## config.mk

```make
export PLATFORM = sky130hd
export DESIGN_NAME = fifo_param
export DESIGN_NICKNAME = d
export VERILOG_FILES = /design/src/rtl/fifo_pkg.sv /design/src/rtl/fifo_ptr_ctrl.sv /design/src/rtl/fifo_param.sv
export SDC_FILE = /design/constraint.sdc
export NUM_CORES = 1
export LEC_CHECK = 0
export CAP_MARGIN = 5
export CELL_PAD_IN_SITES_DETAIL_PLACEMENT = 2
export CELL_PAD_IN_SITES_GLOBAL_PLACEMENT = 2
export CORE_MARGIN = 4
export CORE_UTILIZATION = 51
export CTS_CLUSTER_DIAMETER = 150
export CTS_CLUSTER_SIZE = 14
export DETAILED_ROUTE_END_ITERATION = 10
export PLACE_DENSITY_LB_ADDON = 0.1
export SKIP_LAST_GASP = 1
export SYNTH_ARGS = -nofsm -noshare
export SYNTH_HDL_FRONTEND = slang
export SYNTH_SLANG_ARGS = --single-unit
```

## constraint.sdc

```tcl
create_clock -name clock -period 4.93 [get_ports clock]
set_clock_uncertainty 0.1 [all_clocks]
set_input_delay 0.493 -clock clock [delete_from_list [all_inputs] [get_ports clock]]
set_output_delay 0.493 -clock clock [all_outputs]
set_load 0.005 [all_outputs]
```

## src/rtl/fifo_pkg.sv

```systemverilog
// Shared types and helpers for the parametrised FIFO.
package fifo_pkg;

  typedef enum logic {FIFO_STD, FIFO_FWFT} fifo_mode_e;

  function automatic int unsigned fifo_cnt_w(input int unsigned depth);
    return $clog2(depth + 1);
  endfunction

endpackage

```

## src/rtl/fifo_ptr_ctrl.sv

```systemverilog
// Pointer, occupancy and status-flag control for fifo_param.
module fifo_ptr_ctrl import fifo_pkg::*; #(
  parameter int unsigned Depth   = 16,
  parameter int unsigned AfLevel = 14,
  parameter int unsigned AeLevel = 2,
  localparam int unsigned AddrW  = $clog2(Depth),
  localparam int unsigned CntW   = fifo_cnt_w(Depth)
) (
  input  logic             clk_i,
  input  logic             rst_ni,
  input  logic             flush_i,
  input  logic             clear_err_i,
  input  logic             wr_en_i,
  input  logic             rd_en_i,
  output logic             wr_acc_o,
  output logic [AddrW-1:0] wr_idx_o,
  output logic [AddrW-1:0] rd_idx_o,
  output logic [CntW-1:0]  count_o,
  output logic             full_o,
  output logic             empty_o,
  output logic             almost_full_o,
  output logic             almost_empty_o,
  output logic             overflow_o,
  output logic             underflow_o
);

  localparam logic [CntW-1:0] AfLvl = CntW'(AfLevel);
  localparam logic [CntW-1:0] AeLvl = CntW'(AeLevel);

  logic [AddrW:0]  wr_ptr_q, wr_ptr_d;
  logic [AddrW:0]  rd_ptr_q, rd_ptr_d;
  logic [CntW-1:0] count_q, count_d;
  logic            overflow_q, overflow_d;
  logic            underflow_q, underflow_d;
  logic            full, empty, wr_acc, rd_acc, ovf_set, udf_set;

  // Same index with differing wrap bits means the writer has lapped the reader.
  assign full  = (wr_ptr_q[AddrW] != rd_ptr_q[AddrW]) &&
                 (wr_ptr_q[AddrW-1:0] == rd_ptr_q[AddrW-1:0]);
  assign empty = (wr_ptr_q == rd_ptr_q);

  always_comb begin
    rd_acc  = !flush_i && rd_en_i && !empty;
    wr_acc  = !flush_i && wr_en_i && (!full || rd_acc);
    ovf_set = !flush_i && wr_en_i && !wr_acc;
    udf_set = !flush_i && rd_en_i && empty;

    wr_ptr_d = wr_ptr_q + {{AddrW{1'b0}}, wr_acc};
    rd_ptr_d = rd_ptr_q + {{AddrW{1'b0}}, rd_acc};
    count_d  = count_q;
    unique case ({wr_acc, rd_acc})
      2'b10:   count_d = count_q + CntW'(1);
      2'b01:   count_d = count_q - CntW'(1);
      default: count_d = count_q;
    endcase
    if (flush_i) begin
      wr_ptr_d = '0;
      rd_ptr_d = '0;
      count_d  = '0;
    end

    // A fresh error in the same cycle as clear_err keeps the flag set.
    overflow_d  = (overflow_q  && !clear_err_i) || ovf_set;
    underflow_d = (underflow_q && !clear_err_i) || udf_set;
  end

  always_ff @(posedge clk_i or negedge rst_ni) begin
    if (!rst_ni) begin
      wr_ptr_q    <= '0;
      rd_ptr_q    <= '0;
      count_q     <= '0;
      overflow_q  <= 1'b0;
      underflow_q <= 1'b0;
    end else begin
      wr_ptr_q    <= wr_ptr_d;
      rd_ptr_q    <= rd_ptr_d;
      count_q     <= count_d;
      overflow_q  <= overflow_d;
      underflow_q <= underflow_d;
    end
  end

  assign wr_acc_o       = wr_acc;
  assign wr_idx_o       = wr_ptr_q[AddrW-1:0];
  assign rd_idx_o       = rd_ptr_q[AddrW-1:0];
  assign count_o        = count_q;
  assign full_o         = full;
  assign empty_o        = empty;
  assign almost_full_o  = (count_q >= AfLvl);
  assign almost_empty_o = (count_q <= AeLvl);
  assign overflow_o     = overflow_q;
  assign underflow_o    = underflow_q;

endmodule

```

## src/rtl/fifo_param.sv

```systemverilog
// Parametrised single-clock FIFO: register-array storage with a registered or
// show-ahead read path selected by MODE.
module fifo_param import fifo_pkg::*; #(
  parameter int unsigned DATA_W   = 15,
  parameter int unsigned DEPTH    = 16,
  parameter int unsigned AF_LEVEL = DEPTH - 2,
  parameter int unsigned AE_LEVEL = 2,
  parameter fifo_mode_e  MODE     = FIFO_STD,
  localparam int unsigned ADDR_W  = $clog2(DEPTH),
  localparam int unsigned CNT_W   = fifo_cnt_w(DEPTH)
) (
  input  logic              clock,
  input  logic              reset_n,
  input  logic              flush,
  input  logic              clear_err,
  input  logic              wr_en,
  input  logic [DATA_W-1:0] wr_data,
  input  logic              rd_en,
  output logic [DATA_W-1:0] rd_data,
  output logic              rd_valid,
  output logic              full,
  output logic              empty,
  output logic              almost_full,
  output logic              almost_empty,
  output logic [CNT_W-1:0]  count,
  output logic              overflow,
  output logic              underflow
);

  if ((DEPTH < 2) || ((DEPTH & (DEPTH - 1)) != 0)) begin : g_bad_depth
    $error("fifo_param: DEPTH must be a power of two >= 2");
  end
  if (!((AE_LEVEL < AF_LEVEL) && (AF_LEVEL <= DEPTH))) begin : g_bad_levels
    $error("fifo_param: need AE_LEVEL < AF_LEVEL <= DEPTH");
  end
  if (DATA_W < 1) begin : g_bad_width
    $error("fifo_param: DATA_W must be >= 1");
  end

  logic              wr_acc;
  logic [ADDR_W-1:0] wr_idx, rd_idx;
  logic [DATA_W-1:0] mem_q [DEPTH];

  fifo_ptr_ctrl #(
    .Depth   (DEPTH),
    .AfLevel (AF_LEVEL),
    .AeLevel (AE_LEVEL)
  ) u_ptr_ctrl (
    .clk_i          (clock),
    .rst_ni         (reset_n),
    .flush_i        (flush),
    .clear_err_i    (clear_err),
    .wr_en_i        (wr_en),
    .rd_en_i        (rd_en),
    .wr_acc_o       (wr_acc),
    .wr_idx_o       (wr_idx),
    .rd_idx_o       (rd_idx),
    .count_o        (count),
    .full_o         (full),
    .empty_o        (empty),
    .almost_full_o  (almost_full),
    .almost_empty_o (almost_empty),
    .overflow_o     (overflow),
    .underflow_o    (underflow)
  );

  // Storage is deliberately not reset.
  always_ff @(posedge clock) begin
    if (wr_acc) begin
      mem_q[wr_idx] <= wr_data;
    end
  end

  if (MODE == FIFO_STD) begin : g_std
    logic [DATA_W-1:0] rd_data_q, rd_data_d;
    logic              rd_valid_q, rd_valid_d;
    logic              rd_fire;

    // Same read-accept condition the controller applies to its read pointer.
    assign rd_fire = rd_en && !empty && !flush;

    always_comb begin
      rd_valid_d = rd_fire;
      rd_data_d  = rd_fire ? mem_q[rd_idx] : rd_data_q;
    end

    always_ff @(posedge clock or negedge reset_n) begin
      if (!reset_n) begin
        rd_valid_q <= 1'b0;
        rd_data_q  <= '0;
      end else begin
        rd_valid_q <= rd_valid_d;
        rd_data_q  <= rd_data_d;
      end
    end

    assign rd_valid = rd_valid_q;
    assign rd_data  = rd_data_q;
  end else begin : g_fwft
    // Masked while empty so the unreset RAM never reaches the port.
    assign rd_valid = !empty;
    assign rd_data  = empty ? '0 : mem_q[rd_idx];
  end

endmodule

```

# [After elaboration in Yosys (flattened, before gate mapping)]
# Memory sizes are Yosys's and may differ from the RTL's. A register that Yosys moved wholly into a read port is not among the register bits.
# Cells that the tools add are included.
[totals] regBits=18 ramBits=240 in_bits=21 mem_count=1
[op_classes] order_cmp=2 eq_ne=5 addsub=4 reduce_logical=21 n_mux=6
[memory_table] memory="mem_q" depth=16 width=15 rd=1 rd_ports_with_merged_regs=1 write_ports=1 line="fifo_param.sv:42" rtl="logic [DATA_W-1:0] mem_q [DEPTH];"
[op_table] cell="2-to-1 mux 5 bit" count=3
[op_table] cell="logical AND 1 bit" count=11
[op_table] cell="adder 5 x 1 -> 5 bit" count=2
[op_table] cell="one-hot mux 5 bit (2 select lines)" count=1
[op_table] cell="zero test 1 bit" count=6
[op_table] cell="adder 5 x 1 -> 5 bit (second input constant)" count=1
[op_table] cell="equality test 5 bit" count=1
[op_table] cell=">= comparator 5 x 4 -> 1 bit (second input constant)" count=1
[op_table] cell="<= comparator 5 x 2 -> 1 bit (second input constant)" count=1
[op_table] cell="subtractor 5 x 1 -> 5 bit (second input constant)" count=1
[op_table] cell="equality test 4 bit" count=1
[op_table] cell="logical OR 1 bit" count=3
[op_table] cell="nonzero test 3 bit" count=1
[op_table] cell="equality test 2 x 1 -> 1 bit (second input constant)" count=1
[op_table] cell="equality test 2 bit (second input constant)" count=1
[op_table] cell="2-to-1 mux 1 bit" count=2
[op_table] cell="inequality test 1 bit" count=1

# [Longest topological paths before layout]
[depth] word_depth=8 mapped_depth=13 mapped_depth_nobuf=12

# [Modules after synthesis]
# Synthesis repeated with hierarchy kept, for this count alone.
[hier_totals] hier_cells=558 hier_area_um2=10899.2
[by_module_without_submodules] mod="fifo_param" instances=1 cells_each=450 seq_area_each_um2=7607.3 area_per_inst_um2=9810.7
[by_module_without_submodules] mod="fifo_ptr_ctrl" instances=1 cells_each=108 seq_area_each_um2=425.4 area_per_inst_um2=1088.5

# [Worst setup path before layout]
# Ideal clock, no wire load.
[synth_path] path_type="input to register" from="input flush" to="memory mem_q[0][0] (enable)" n_path_buf=2 t_required_ns=4.404 arrival_time_ns=2.898 stages=7 path_slack_ns=1.506 setup_ns=0.426 cell_sequence="clkbuf_1 inv_1 nand2_1 a31oi_1 nand2b_1 clkbuf_1 nor4_1"
[synth_via] elab_chain_len=7 word_cells_on_any_way=8 cone_classes="mux: 2; reduce/logical: 6"
[synth_lines] element="start, declared" line="fifo_param.sv:14" rtl="input logic flush,"
[synth_lines] element="zero test 1 bit (*)" line="fifo_ptr_ctrl.sv:43, fifo_ptr_ctrl.sv:44"
[synth_lines] element="logical AND 1 bit (2 in series)" line="fifo_ptr_ctrl.sv:43" rtl="rd_acc = !flush_i && rd_en_i && !empty;"
[synth_lines] element="logical OR 1 bit" line="fifo_ptr_ctrl.sv:44" rtl="wr_acc = !flush_i && wr_en_i && (!full || rd_acc);"
[synth_lines] element="logical AND 1 bit (*)" line="fifo_ptr_ctrl.sv:44"
[synth_lines] element="2-to-1 mux 1 bit (*)" line="fifo_param.sv:69" rtl="if (wr_acc) begin"
[synth_lines] element="2-to-1 mux 1 bit (not written as such) (*)" line="fifo_param.sv:70" rtl="mem_q[wr_idx] <= wr_data;"
[synth_lines] element="end, declared" line="fifo_param.sv:42"
# Every way passes the cells marked *; elsewhere a longest branch is shown, timed or not.

# [Worst setup path in the final report]
[layout_path] from="register u_ptr_ctrl.wr_ptr_q[0]" to="register u_ptr_ctrl.count_q[4], in the netlist u_ptr_ctrl.count_o[4]"
[layout_via] elab_chain_len=8 word_cells_on_any_way=13 cone_classes="eq/ne: 4; mux: 2; reduce/logical: 7"
[layout_lines] element="start, declared" line="fifo_ptr_ctrl.sv:30" rtl="logic [AddrW:0] wr_ptr_q, wr_ptr_d;"
[layout_lines] element="start signal, assigned" line="fifo_ptr_ctrl.sv:75" rtl="wr_ptr_q <= wr_ptr_d;"
[layout_lines] element="equality test 5 bit / equality test 4 bit (equally long branches)" line="fifo_ptr_ctrl.sv:40, fifo_ptr_ctrl.sv:39"
[layout_lines] element="zero test 1 bit / logical AND 1 bit (equally long branches)" line="fifo_ptr_ctrl.sv:43, fifo_ptr_ctrl.sv:38"
[layout_lines] element="logical AND 1 bit / zero test 1 bit (equally long branches)" line="fifo_ptr_ctrl.sv:43, fifo_ptr_ctrl.sv:44"
[layout_lines] element="logical OR 1 bit" line="fifo_ptr_ctrl.sv:44"
[layout_lines] element="logical AND 1 bit" line="fifo_ptr_ctrl.sv:44"
[layout_lines] element="equality test 2 x 1 -> 1 bit / equality test 2 bit (equally long branches)" line="fifo_ptr_ctrl.sv:51" rtl="unique case ({wr_acc, rd_acc})"
[layout_lines] element="one-hot mux 5 bit (2 select lines)" line="fifo_ptr_ctrl.sv:51"
[layout_lines] element="2-to-1 mux 5 bit" line="fifo_ptr_ctrl.sv:56" rtl="if (flush_i) begin"
[layout_lines] element="end signal, assigned" line="fifo_ptr_ctrl.sv:77" rtl="count_q <= count_d;"
[layout_lines] element="end, declared" line="fifo_ptr_ctrl.sv:32" rtl="logic [CntW-1:0] count_q, count_d;"
# Several ways; a longest one is shown, not always the timed one.
# A chain may end at the register's enable or synchronous reset.

==> metrics.md <==
| Metric | Value |
|---|---|
| Post-Route WL | 29,100 µm |
| Post_cts resized | 0 |
| Multiplexer area fraction after synthesis | 0.149 |
| Data required, critical path | 5.23 ns |
| Count of different cell masters after synthesis | 37 |
| Boundary pin count | 48 |
| Hold violation total from the final report | 0 |
| Clock net sink count | 273 |
| Post-synthesis instance area | 10,700 µm² |
| Clock network fraction of design power | 0.351 |
| Port bufs | 47 |
| Total of flip-flops plus latches after synthesis | 273 |
| Number of cells in the finished layout apart from fillers | 899 |
| Via total after detailed routing | 5,559 |
| Overall routing resource usage | 0.252 |
| Compound-gate portion of the synthesized area | 0.0320 |
| Internal power | 3.74 mW |
| Summed negative setup slack over all endpoints | 0 ns |
| Number of synthesized flops with an enable pin | 240 |
| Layout-stage area growth over the synthesis result | 15.4% |
| Flop2flop setup slack | 1.29 ns |
| Net count of the mapped netlist | 562 |
| Htree depth | 1 |
| Worst Tran Pin Value | 1.06 ns |
| Floorplan Core Area | 20,500 µm² |
| Adder-cell area share of the yosys netlist | 0.0100 |
| Critical path start-end classification | register to register |
| Die ar. | 23,400 µm² |
| Final worst-path setup slack | 1.29 ns |
| # nets final | 641 |
| Global-route wire length before repair | 43,700 µm |
| Outcome | complete, no violations |
| Portion of the post-synthesis area used by sequential elements | 0.748 |
| Final weighted congestion in routability-driven placement | 0.721 |
| Sequential Power Share | 0.554 |
| Warnings, synthesis | 0 |
| Number of global-route vias before repair | 6,321 |
| Final worst path period share | 0.738 |
| Capture point of the worst reg-to-reg path | u_ptr_ctrl.count_o[4]$_DFFE_PN0P_ |
| Worst ir drop on vdd | 0.315 mV |
| Syn_area_per_cell | 20.1 µm² |
| Number of setup violations in the final report | 0 |
| Simple-gate share of the synthesized area | 0.0333 |
| Static Leakage | 4.09 nW |
| Startpoint type of the worst setup path | register |
| Combinational cell fraction of total power | 0.095 |
| DR pass1 iterations | 5 |
| Critical Path Fanout Max | 12 |
| Number of antenna violations at the first check in global routing | 0 |
| Path class of the lowest-slack min-delay path | primary input to async pin |
| Placed cell areas | 11,700 µm² |
| Post-placement worst setup slack | 0.972 ns |
| Quantity of hold-fixing buffers added after cts | 0 |
| Maximum clock frequency | 275 MHz |
| Starting density of the core | 0.524 |
| Post CTS Setup Buffer Count | 0 |
| Total power per unit cell area | 386 nW/µm² |
| Count of mapped cells out of synthesis | 533 |
| Number of DRC violations after detailed-routing iteration 0 | 430 |
| Buffer type at the clock tree root | sky130_fd_sc_hd__clkbuf_16 |
| Filler Cells Inserted | 1,628 |
| Die Ht | 153 µm |
| Final-report max-slew violation count | 0 |
| RSZ-0062 raised after global routing | false |
| Detailed-route vias per instance | 6.18 |
| DP Wirelength | 18,000 µm |
| Maximum Capacitance Violations | 0 |
| Count of inserted antenna diode cells | 0 |
| Count of standard-cell rows | 52 |
| Horiz. Die Dim | 153 µm |
| CP endpoint kind | register |
| Clock tree from TritonCTS | built |
| Mean routed wirelength per cell | 32.3 µm |
| Maximum buffer depth of the clock tree | 3 |
| Minimum clock period | 3.64 ns |
| Cells on worst reg2reg path | 12 |
| Clk slew on worst S/H paths | 0.08 ns |
| Main combinational cell family by area after synthesis | multiplexers |
| Share of flip-flops with an asynchronous set or reset after synthesis | 0.121 |
| Parity-gate share of the synthesized area counting xor and xnor cells | 0.0114 |
| Net switching fraction of the power | 0.217 |
| Share of final-layout standard cells stronger than drive strength 1 | 0.248 |
| Cell count after placement | 857 |
| Insertion delay of the later-clocked pin in the worst-skew pair | 0.52 ns |
| Worst relative slew slack | 0.292 |
| Pin count of the biggest net entering global routing | 63 |
| Arrival time reported for the critical path endpoint | 3.94 ns |
| Most frequently used flop master after synthesis | sky130_fd_sc_hd__edfxtp_1 |
| Num CTS Buffers | 23 |
| Post-route cell area | 12,400 µm² |
| Post-layout utilization of the core | 0.605 |
| Most frequent standard cell in the layout excluding fill and tap cells | sky130_fd_sc_hd__edfxtp_1 |
| Commonest non-fill, non-tap cells in the layout | sky130_fd_sc_hd__edfxtp_1 (240), sky130_fd_sc_hd__mux4_2 (60), sky130_fd_sc_hd__clkdlybuf4s50_1 (46), sky130_fd_sc_hd__buf_4 (34), sky130_fd_sc_hd__dfrtp_1 (31) |
| Psw | 1.04 mW |
| Number of design rule violations left after detail routing | 0 |
| Sum of overflow across all layers after global routing | 0 |
| Critical R2R Launch | u_ptr_ctrl.wr_ptr_q[0]$_DFF_PN0_ |
| Final ANT Viol Nets | 0 |
[per-stage QoR]
| stage | power (mW) | hold slack (ns) |
|---|---|---|
| floorplan | 2.89 | 0.0974 |
| global placement | 3.11 | 0.393 |
| detailed placement | 3.15 | 0.409 |
| CTS | 4.82 | 0.0385 |
| global route | 4.96 | 0.0593 |
| finish | 4.78 | 0.00732 |
[power groups by stage]
stage | registers, mW | clock network, mW | logic, mW
after floorplan | 2.68 | 0 | 0.201
final | 2.65 | 1.68 | 0.452
after CTS | 2.65 | 1.71 | 0.463
after global routing | 2.66 | 1.82 | 0.482
after global placement | 2.68 | 0 | 0.427
after detailed placement | 2.70 | 0 | 0.456
[synthesized netlist by cell type, types with 3 or more instances]
cell | n | area, µm²
sky130_fd_sc_hd__nor4_1 | 4 | 25.0
sky130_fd_sc_hd__nor2b_1 | 7 | 43.8
sky130_fd_sc_hd__dfrtp_1 | 33 | 826
sky130_fd_sc_hd__nor3_1 | 7 | 35.0
sky130_fd_sc_hd__o22ai_1 | 3 | 18.8
sky130_fd_sc_hd__clkbuf_1 | 14 | 52.6
sky130_fd_sc_hd__nor2_1 | 21 | 78.8
sky130_fd_sc_hd__mux4_2 | 60 | 1350
sky130_fd_sc_hd__buf_2 | 8 | 40.0
sky130_fd_sc_hd__buf_1 | 3 | 11.3
sky130_fd_sc_hd__a22oi_1 | 30 | 225
sky130_fd_sc_hd__inv_1 | 10 | 37.5
sky130_fd_sc_hd__mux2_4 | 11 | 165
sky130_fd_sc_hd__xnor2_1 | 3 | 26.3
sky130_fd_sc_hd__mux2_2 | 7 | 78.8
sky130_fd_sc_hd__nand2b_1 | 3 | 18.8
sky130_fd_sc_hd__edfxtp_1 | 240 | 7210
sky130_fd_sc_hd__nand3_1 | 6 | 30.0
sky130_fd_sc_hd__xor2_1 | 11 | 96.3
sky130_fd_sc_hd__ha_1 | 7 | 87.6
sky130_fd_sc_hd__nand2_1 | 23 | 86.3
[sequential cells by signal (all words and copies together), names as in the netlist]
register	cells
mem_q	240
rd_data	15
rd_valid	1
u_ptr_ctrl.count_o	5
u_ptr_ctrl.overflow_o	1
u_ptr_ctrl.rd_ptr_q	5
u_ptr_ctrl.underflow_o	1
u_ptr_ctrl.wr_ptr_q	5
[how the worst max path moves through the flow]
stage	start	to	slack [ns]	cells past startpoint
4_1_cts	u_ptr_ctrl.wr_ptr_q[0]$_DFF_PN0_	u_ptr_ctrl.count_o[4]$_DFFE_PN0P_	1.28	12
2_1_floorplan	flush	mem_q[0][0]$_DFFE_PP_	1.51	7
3_3_place_gp	flush	u_ptr_ctrl.count_o[4]$_DFFE_PN0P_	1.24	11
5_1_grt	u_ptr_ctrl.wr_ptr_q[0]$_DFF_PN0_	u_ptr_ctrl.count_o[4]$_DFFE_PN0P_	1.04	12
3_5_place_dp	flush	u_ptr_ctrl.count_o[4]$_DFFE_PN0P_	0.97	11
6_report	u_ptr_ctrl.wr_ptr_q[0]$_DFF_PN0_	u_ptr_ctrl.count_o[4]$_DFFE_PN0P_	1.29	12
[layout make-up]
class | count | area (µm²) | area share
timing repair buffer | 81 | 721 | 0.0582
multi-input combinational | 222 | 2590 | 0.209
sequential | 273 | 8040 | 0.649
tap | 270 | 338 | 0.0273
clock buffer | 40 | 639 | 0.0516
inverter | 11 | 41.3 | 0.00333
clock inverter | 2 | 17.5 | 0.00141
[kinds of logic (layout without fill, tap and decap cells)]
kind of cell,count (synthesis),count (layout)
flops,273,273
simple gates,75,75
fa+ha+maj,8,8
buf+inv,38,134
xor+xnor,14,14
compound gates,46,46
mux,79,79
[critical path: stages, from the launching register on]
cell and delay [ns]:
sky130_fd_sc_hd__dfrtp_1 0.76, sky130_fd_sc_hd__xor2_1 0.30, sky130_fd_sc_hd__nor4_4 0.12, sky130_fd_sc_hd__nand2_1 0.14, sky130_fd_sc_hd__inv_2 0.07, sky130_fd_sc_hd__nor3_1 0.44
sky130_fd_sc_hd__inv_1 0.12, sky130_fd_sc_hd__fa_1 0.43, sky130_fd_sc_hd__nand2b_1 0.19, sky130_fd_sc_hd__a21oi_1 0.18, sky130_fd_sc_hd__nand2_1 0.11, sky130_fd_sc_hd__o22ai_1 0.19
sky130_fd_sc_hd__mux2_2 0.36
[metal layers]
| metal | global-route usage | share of wire |
|---|---|---|
| met5 | 0 | 0 |
| met1 | 0.336 | 0.39 |
| met4 | 0.0772 | 0.035 |
| met3 | 0.0382 | 0.050 |
| met2 | 0.434 | 0.52 |
Note: power is estimated with default switching activity, not from simulation.
